File: config.mk
export PLATFORM = sky130hd
export DESIGN_NAME = demux_14
export DESIGN_NICKNAME = d
export VERILOG_FILES = /design/src/rtl/demux_14_pkg.sv /design/src/rtl/demux_14_dec.sv /design/src/rtl/demux_14.sv
export SDC_FILE = /design/constraint.sdc
export NUM_CORES = 1
export LEC_CHECK = 0
export ABC_AREA = 0
export BUFFER_PORTS_ARGS = -buffer_cell sky130_fd_sc_hd__buf_2
export CAP_MARGIN = 20
export CORE_AREA = 2 2 39 41
export DETAILED_ROUTE_END_ITERATION = 7
export DIE_AREA = 0 0 41 43
export HOLD_SLACK_MARGIN = 0.08
export SLEW_MARGIN = 20
export SYNTH_ARGS = -nofsm -noshare
export SYNTH_HDL_FRONTEND = slang
export SYNTH_HIERARCHICAL = 1
export SYNTH_SLANG_ARGS = --single-unit
File: constraint.sdc
create_clock -name clk -period 0.8 [get_ports clk]
set_input_delay 0.08 -clock clk [delete_from_list [all_inputs] [get_ports clk]]
set_output_delay 0.08 -clock clk [all_outputs]
set_load 0.01 [all_outputs]
File: src/rtl/demux_14_pkg.sv
// Shared types and constants for the demux_14 lane router.
package demux_14_pkg;
  localparam int LANES = 4;
  localparam int SEL_W = 2;
  localparam int CNT_W = 8;

  typedef logic [SEL_W-1:0] sel_t;
  typedef logic [LANES-1:0] lane_mask_t;

  function automatic lane_mask_t sel_onehot(input sel_t sel);
    lane_mask_t m;
    m = '0;
    m[sel] = 1'b1;
    return m;
  endfunction
endpackage

File: src/rtl/demux_14_dec.sv
// Combinational 2-to-4 one-hot lane decode, gated by the transfer enable.
module demux_14_dec
  import demux_14_pkg::*;
(
  input  logic [SEL_W-1:0] s,
  input  logic             en,
  output lane_mask_t       mask
);

  // With en low the select is never looked at, so X on s cannot leak through.
  always_comb begin
    mask = '0;
    if (en) mask = sel_onehot(s);
  end

endmodule

File: src/rtl/demux_14.sv
// Registered 1-to-4 demultiplexer with one-hot lane valids.
// Optional per-lane saturating transfer counters: define DEMUX14_STATS_EN.
module demux_14
  import demux_14_pkg::*;
#(
  parameter int DATA_W = 1
) (
  input  logic                    clk,
  input  logic                    rst,
  input  logic [SEL_W-1:0]        s,
  input  logic [DATA_W-1:0]       din,
  input  logic                    en,
`ifdef DEMUX14_STATS_EN
  input  logic                    cnt_clr,
  output logic [LANES-1:0][CNT_W-1:0] lane_cnt,
`endif
  output logic [LANES*DATA_W-1:0] y,
  output logic [LANES-1:0]        y_valid,
  output logic [SEL_W-1:0]        sel_q
);

  lane_mask_t              mask_d;
  lane_mask_t              y_valid_q;
  logic [LANES*DATA_W-1:0] y_d, y_q;
  logic [SEL_W-1:0]        sel_d;

  demux_14_dec u_dec (
    .s    (s),
    .en   (en),
    .mask (mask_d)
  );

  always_comb begin
    y_d = '0;
    for (int k = 0; k < LANES; k++) begin
      if (mask_d[k]) y_d[k*DATA_W +: DATA_W] = din;
    end
  end

  assign sel_d = en ? s : sel_q;

  always_ff @(posedge clk) begin
    if (rst) begin
      y_q       <= '0;
      y_valid_q <= '0;
      sel_q     <= '0;
    end else begin
      y_q       <= y_d;
      y_valid_q <= mask_d;
      sel_q     <= sel_d;
    end
  end

  assign y       = y_q;
  assign y_valid = y_valid_q;

`ifdef DEMUX14_STATS_EN
  // Clear wins over a same-cycle transfer; counts stick at all-ones.
  always_ff @(posedge clk) begin
    for (int k = 0; k < LANES; k++) begin
      if (rst || cnt_clr) begin
        lane_cnt[k] <= '0;
      end else if (mask_d[k] && (lane_cnt[k] != '1)) begin
        lane_cnt[k] <= lane_cnt[k] + CNT_W'(1);
      end
    end
  end
`endif

endmodule

==> results of run 1 <==
-- final timing paths --
path	from	end	depth (start not counted)
worst max-delay path	sel_q[1]$_SDFFE_PP0P_	sel_q[1]	1
worst min register to register	sel_q[1]$_SDFFE_PP0P_	sel_q[1]$_SDFFE_PP0P_	2
worst min-delay path	rst	sel_q[1]$_SDFFE_PP0P_	2
worst max register to register	sel_q[0]$_SDFFE_PP0P_	sel_q[0]$_SDFFE_PP0P_	2
-- cell type report --
| class | instances | share of cell area, % |
|---|---|---|
| flip-flops and latches | 10 | 41.98 |
| repair buffers | 17 | 23.92 |
| clock buffers | 3 | 4.580 |
| multi-input cells | 16 | 25.45 |
| well taps | 16 | 4.071 |
-- cells in the mapped netlist --
| cell type | count | area (sq um) |
|---|---|---|
| mux2i_1 | 2 | 20.02 |
| and3b_1 | 2 | 17.52 |
| nor3b_2 | 1 | 12.51 |
| and2_1 | 4 | 25.02 |
| nor2b_2 | 4 | 35.03 |
| and3_2 | 1 | 7.510 |
| nor2_1 | 2 | 7.510 |
| dfxtp_1 | 10 | 200.2 |
-- power by group --
group / leakage [nW] / internal [mW] / switching (mW) / total [mW]
Clock: 0.0138 / 0.172 / 0.143 / 0.315
Combinational: 0.145 / 0.0521 / 0.0388 / 0.0910
Sequential: 0.0835 / 0.515 / 0.00643 / 0.521
Total: 0.243 / 0.739 / 0.188 / 0.927
-- worst reg2reg max path, stage by stage (launching register included) --
cell and delay [ns]:
dfxtp_2 0.32, mux2i_1 0.12, nor2_1 0.05
-- per-stage QoR --
stage,cell area [sq um],TNS (ns),power [mW]
global placement,427.9,-0.0001718,0.6064
global route,491.7,0,0.9846
finish,491.7,0,0.9272
floorplan,325.3,0,0.5604
detailed placement,427.9,-0.002568,0.6074
CTS,461.7,0,0.9342
-- per-layer routing --
metal | part of all wire (%) | wire length (um) | GRT usage, %
met5 | 0 | 0 | 0
met4 | 0 | 0 | 4.000
met3 | 12 | 69 | 4.712
met2 | 37 | 210 | 8.125
met1 | 51 | 295 | 11.07
-- timing repair --
| item | 4_1_cts | 5_1_grt |
|---|---|---|
| setup endpoints to repair | 1 | 5 |
| gates resized for setup | 1 | 8 |
| hold buffers | 1 | 0 |
| endpoints found under the hold margin | 4 | 0 |
| gates cloned | 0 | 0 |
-- state kept, by name (all words and copies together) (netlist names) --
signal   cells
y_valid      4
y            4
sel_q        2
-- cells by family (layout without fill, tap and decap cells) --
family,count (synthesis),count (layout),synth area share [%]
and+or+nand+nor,14,14,32.31
DFF,10,10,61.54
muxes,2,2,6.154
buffers and inverters,0,20,0
==> results.txt, run 1 <==
pin count of the biggest net entering global routing -> 7
CP Cell Sequence -> buf_6
Via-to-Cell Ratio -> 3.806
clk_lat worst skew -> 0.25 ns
Clock transition at path regs -> 0.06 ns
first-pass GRT wire length -> 869 um
Final Hold Slack -> 0.09429 ns
utilization after layout -> 35.53%
initial antenna violation count -> 0
All-Layer GR Usage -> 7.560%
ANT cells -> 0
Avg Cell Area, Syn -> 12.51 sq um
DR iter-0 viols -> 1
Max VDD drop -> 0.0006008 V
initial core utilization -> 23.51%
Critical Path AT -> 0.69 ns
clk sinks -> 10
crit-path leading delay family -> flip-flops
Worst setup SP type -> flip-flop
worst setup path category -> reg -> out
Sequential Area -> 206.4 sq um
CTS root buf -> clkbuf_4
Seq/Total Area, Yosys -> 61.54%
CP endpoint kind -> output pin
maximum clock path buffer count -> 2
R2R setup slack -> 0.20 ns
Num CTS Buffers -> 3
Leakage -> 0.2427 nW
CTS tree -> done
Final nets -> 54
Core Footprint -> 1384 sq um
WL/cell -> 9.274 um
Worst EP required -> 0.72 ns
FP Rows -> 14
status -> complete, no violations
synth warn -> 6
die area -> 1763 sq um
Power Dens Cells -> 1886 nW/um^2
Finish-stage setup viols -> 0
Vias -> 236
Synth Instances -> 26
Ports -> 16
Worst path max stage delay -> 0.32 ns
Area growth, synth to finish -> 51.15%
flops & latches, synth -> 10
layout cells sized above 1 -> 65.22%
Post-Syn Area -> 325.3 sq um
H-tree depth -> 1
Max Cap Viol -> 0
pre-CTS WS -> -0.002568 ns
post-route ant nets -> 0
Tcrit/Tclk final -> 95.73%
Fmax -> 1306 MHz
min cycle time layout -> 0.7658 ns
chip width -> 41 um
most frequent cells in the layout -> 11 x buf_2, 5 x dfxtp_2, 5 x dfxtp_1
Distinct cells, synth -> 8
Post-Syn Nets -> 32
RePlAce Congestion -> 0.5932
Buf+Inv Stages, Crit Path -> 1
Critical Path Fanout Max -> 2
Rel. slew slack -> 91.75%
Routed WL -> 575 um
unrepaired setup endpoints after global routing -> false
filler cell count -> 145
commonest non-fill, non-tap cell in the layout -> buf_2
TritonRoute pass-1 iters -> 2
HP Class -> in -> reg
worst setup margin -> 0.03416 ns
vias in the first global route -> 203
DRC viols -> 0
port buffer count -> 15
Clock Skew -> 0 ns
Post-CTS Setup Inserts -> 0
fin cells -> 62
Pins Over Slew Limit -> 0
Inst Count DP -> 58
Die Y-Extent -> 43 um
critical path's slowest cell -> dfxtp_2
Hold Vio Cnt, Final -> 0
worst-margin pin slew -> 0.1204 ns
global route overflow -> 0
area of the multi-input gates -> 125.1 sq um
Power figures use the tool's default switching activity.
==> inputs of run 2 (changes only) <==
--- a/config.mk
+++ b/config.mk
@@ -12,6 +12,7 @@
 export DETAILED_ROUTE_END_ITERATION = 7
 export DIE_AREA = 0 0 41 43
 export HOLD_SLACK_MARGIN = 0.08
+export RECOVER_POWER = 50
 export SLEW_MARGIN = 20
 export SYNTH_ARGS = -nofsm -noshare
 export SYNTH_HDL_FRONTEND = slang
==> run 2 against run 1 <==
Combinational power down 4.7%. Global-route usage unchanged. Die area is the same. Worst hold slack got worse by 0.025 ns. Critical path depth unchanged. Critical path type unchanged. First-iteration DRC count did not move. Register-to-register slack hardly changed. Worst setup slack improved by 0.00060 ns. Utilization is 0.72 points lower. Routed wire length shrank 1.7%. Highest routed layer unchanged. Final cell count did not move.
==> results.txt, run 2 (synthesized netlist as in run 1, its figures left out) <==
Leakage -> 0.2366 nW
clk sinks -> 10
Final nets -> 54
Via-to-Cell Ratio -> 3.806
Ports -> 16
critical path's slowest cell -> dfxtp_2
clock share of power -> 34.2%
HP Class -> in -> reg
Critical Path AT -> 0.69 ns
chip width -> 41 um
CP endpoint kind -> output pin
status -> complete, no violations
Post-CTS Setup Inserts -> 0
CP Cell Sequence -> buf_6
global route overflow -> 0
CTS tree -> done
Routed WL -> 565 um
maximum clock path buffer count -> 2
Tcrit/Tclk final -> 95.65%
filler cell count -> 148
DRC viols -> 0
layout cells sized above 1 -> 54.35%
WL/cell -> 9.113 um
Num CTS Buffers -> 3
CTS root buf -> clkbuf_4
post-route ant nets -> 0
TritonRoute pass-1 iters -> 2
Int Pwr -> 736.1 uW
Core Footprint -> 1384 sq um
RePlAce Congestion -> 0.5932
clk_lat worst skew -> 0.25 ns
Clock transition at path regs -> 0.06 ns
Crit path depth -> 1
Worst EP required -> 0.72 ns
total negative slack -> 0 ns
Worst Setup SP -> sel_q[1]$_SDFFE_PP0P_
H-tree depth -> 1
unrepaired setup endpoints after global routing -> false
worst hold path depth -> 2
Rel. slew slack -> 87.23%
pin count of the biggest net entering global routing -> 7
die area -> 1763 sq um
Sequential Power Share -> 56.4%
worst setup path category -> reg -> out
min cycle time layout -> 0.7652 ns
Pins Over Slew Limit -> 0
ANT cells -> 0
initial core utilization -> 23.51%
Max VDD drop -> 0.0005989 V
Die Y-Extent -> 43 um
port buffer count -> 15
commonest non-fill, non-tap cell in the layout -> buf_2
Inst Count DP -> 58
Fmax -> 1307 MHz
first-pass GRT wire length -> 869 um
fin cells -> 62
Worst path max stage delay -> 0.32 ns
area of the multi-input gates -> 117.6 sq um
Clock Skew -> 0 ns
crit-path leading delay family -> flip-flops
Max Cap Viol -> 0
Critical Path Fanout Max -> 2
vias in the first global route -> 203
Hold Vio Cnt, Final -> 0
All-Layer GR Usage -> 7.560%
Psw -> 187.4 uW
Area growth, synth to finish -> 48.08%
DR iter-0 viols -> 1
most frequent cells in the layout -> 9 x buf_2, 5 x dfxtp_2, 5 x dfxtp_1, 4 x and2_1, 4 x buf_6
Worst setup SP type -> flip-flop
Finish-stage setup viols -> 0
Comb pwr share -> 9.4%
start point of the worst hold path -> rst
Power Dens Cells -> 1917 nW/um^2
FP Rows -> 14
Sequential Area -> 206.4 sq um
worst r2r path cells -> 2
Switching Share -> 20.30%
reg2reg start -> sel_q[0]$_SDFFE_PP0P_
worst-margin pin slew -> 0.1916 ns
initial antenna violation count -> 0
Buf+Inv Stages, Crit Path -> 1
Vias -> 236
[run 2: worst paths after layout]
path,slack (ns),end
max,0.03,sel_q[1]
min,0.07,sel_q[1]$_SDFFE_PP0P_
max reg2reg,0.20,sel_q[0]$_SDFFE_PP0P_
min reg2reg,0.50,sel_q[1]$_SDFFE_PP0P_
[run 2: power groups by stage]
stage                     clock (mW)  combinational, mW  sequential (mW)
after floorplan                    0             0.0242            0.536
after global placement             0             0.0784            0.528
after detailed placement           0             0.0794            0.528
after CTS                      0.333             0.0834            0.518
after global routing           0.360             0.0984            0.522
final                          0.316             0.0867            0.521
[run 2: layout make-up]
cell class / count / area share, %
flip-flops and latches: 10 / 42.86
repair buffers: 17 / 23.90
multi-input cells: 16 / 24.42
clock buffers: 3 / 4.675
well taps: 16 / 4.156
[run 2: routing by layer]
metal | wire [um] | GRT usage (%) | share of wire [%]
met1 | 282 | 11.07 | 50
met2 | 212 | 8.125 | 38
met5 | 0 | 0 | 0
met3 | 70 | 4.712 | 12
met4 | 0 | 4.000 | 0
[run 2: timing repair]
item | CTS | global route
gates resized for setup | 1 | 8
endpoints found under the setup margin | 1 | 5
hold endpoints to repair | 4 | 0
hold buffers | 1 | 0
[run 2: per-stage QoR]
step	setup WS, ns	instance area (sq um)	hold WS, ns	total power [mW]	util, %
final	0.03477	481.7	0.06916	0.9236	34.81
after global routing	0.0003410	481.7	0.07368	0.9804	34.81
after CTS	0.004002	461.7	0.09754	0.9342	33.36
after detailed placement	-0.002568	427.9	0.3318	0.6074	30.92
after global placement	-0.0001718	427.9	0.3351	0.6064	30.92
after floorplan	0.1514	325.3	0.1502	0.5604	-
[run 2: worst register-to-register path, stage by stage (launching register included)]
cell and delay (ns):
dfxtp_2 0.32, mux2i_1 0.12, nor2_1 0.05
==> inputs of run 3 (changes only) <==
--- a/config.mk
+++ b/config.mk
@@ -13,6 +13,7 @@
 export DIE_AREA = 0 0 41 43
 export HOLD_SLACK_MARGIN = 0.08
 export RECOVER_POWER = 50
+export SETUP_SLACK_MARGIN = 0.15
 export SLEW_MARGIN = 20
 export SYNTH_ARGS = -nofsm -noshare
 export SYNTH_HDL_FRONTEND = slang
==> run 3 against run 2 <==
Clock-buffer cell count is the same. Sequential cell count is the same. Register-to-register slack is essentially flat. Clock power is essentially flat. Critical endpoint unchanged. Largest power group unchanged.
==> results.txt, run 3 (synthesized netlist as in run 1, its figures left out) <==
DR iter-0 viols -> 1
HP Class -> in -> reg
post-route ant nets -> 0
Leakage -> 0.2329 nW
Die Y-Extent -> 43 um
CP endpoint kind -> output pin
Pins Over Slew Limit -> 0
FP Rows -> 14
Finish-stage setup viols -> 0
Max VDD drop -> 0.0005948 V
fin cells -> 61
pin count of the biggest net entering global routing -> 7
ANT cells -> 0
die area -> 1763 sq um
clk sinks -> 10
Rel. slew slack -> 88.19%
Worst EP required -> 0.72 ns
global route overflow -> 0
met1 global-route usage -> 11.73%
Max Cap Viol -> 0
Buf+Inv Stages, Crit Path -> 1
Clock Skew -> 0 ns
first-pass GRT wire length -> 910 um
Clock transition at path regs -> 0.06 ns
RePlAce Congestion -> 0.5932
Area growth, synth to finish -> 45.00%
chip width -> 41 um
crit-path leading delay family -> flip-flops
total negative slack -> 0 ns
CP Cell Sequence -> buf_6
layout cells sized above 1 -> 53.33%
met3 Usage GRT -> 4.712%
Num CTS Buffers -> 3
Vias -> 232
maximum clock path buffer count -> 2
CTS root buf -> clkbuf_4
Final nets -> 53
Fmax -> 1305 MHz
Global Route met2 Usage -> 8.438%
WL/cell -> 9.525 um
DRC viols -> 0
Inst Count DP -> 58
worst setup path category -> reg -> out
busiest grt layer -> met1
initial core utilization -> 23.51%
design area -> 471.7 sq um
most frequent cells in the layout -> 9 x buf_2, 5 x buf_6, 5 x dfxtp_2, 5 x dfxtp_1, 4 x nor2b_1
TritonRoute pass-1 iters -> 2
Power Dens Cells -> 1957 nW/um^2
vias in the first global route -> 217
Critical Path AT -> 0.69 ns
Routed WL -> 581 um
Tcrit/Tclk final -> 95.75%
Worst setup SP type -> flip-flop
Final Hold Slack -> 0.05927 ns
H-tree depth -> 1
unrepaired setup endpoints after global routing -> true
All-Layer GR Usage -> 7.863%
Post-CTS Setup Inserts -> 0
Critical Path Fanout Max -> 2
CTS tree -> done
critical path's slowest cell -> dfxtp_2
Core Footprint -> 1384 sq um
min cycle time layout -> 0.7660 ns
utilization after layout -> 34.09%
Hold Vio Cnt, Final -> 0
Worst path max stage delay -> 0.32 ns
Via-to-Cell Ratio -> 3.803
DP Area -> 427.9 sq um
port buffer count -> 15
Ports -> 16
status -> complete, no violations
initial antenna violation count -> 0
worst-margin pin slew -> 0.1771 ns
clk_lat worst skew -> 0.25 ns
commonest non-fill, non-tap cell in the layout -> buf_2
==> run 3: changes by cell type in the layout (fill, tap and decap cells not counted) <==
cell,delta
and2_0,+1
and2_1,-1
buf_6,+1
clkbuf_1,-1
dlygate4sd3_1,-1
nor2b_1,+1
nor2b_2,-1
nor3b_1,+1
nor3b_2,-1
==> run 3: layout make-up <==
cell class	instances	area (sq um)
Fill cell	148	912.1
Sequential cell	10	206.4
Timing Repair Buffer	16	112.6
Multi-Input combinational cell	16	110.1
Clock buffer	3	22.52
Tap cell	16	20.02
==> run 3: path summary, 6_finish.rpt <==
kind,start,endpoint,slack (ns),cells past startpoint
hold reg to reg,sel_q[1]$_SDFFE_PP0P_,sel_q[1]$_SDFFE_PP0P_,0.50,2
hold / removal,rst,sel_q[1]$_SDFFE_PP0P_,0.06,2
setup reg to reg,sel_q[0]$_SDFFE_PP0P_,sel_q[0]$_SDFFE_PP0P_,0.20,2
setup / recovery,sel_q[1]$_SDFFE_PP0P_,sel_q[1],0.03,1
==> run 3: routing by layer <==
metal	routed length (um)	part of all wire, %	vias up
li1	-	-	123
met1	301	52	93
met2	210	36	16
met3	69	12	0
met4	0	0	0
met5	0	0	-
==> run 3: what timing repair did <==
item	CTS	global route
setup endpoints to repair	10	11
gates resized for setup	4	6
endpoints found under the hold margin	4	2
==> run 3: through the flow <==
| stage | total power, mW | setup WS (ns) |
|---|---|---|
| 2_1_floorplan | 0.5604 | 0.1514 |
| 3_3_place_gp | 0.6064 | -0.0001718 |
| 3_5_place_dp | 0.6074 | -0.002568 |
| 4_1_cts | 0.9390 | 0.02529 |
| 5_1_grt | 0.9763 | -0.0002633 |
| 6_report | 0.9231 | 0.03396 |
==> run 3: power by group <==
group,internal [mW],switching (mW)
logic,0.0472,0.0361
clock network,0.172,0.146
registers,0.515,0.00674
total,0.734,0.189
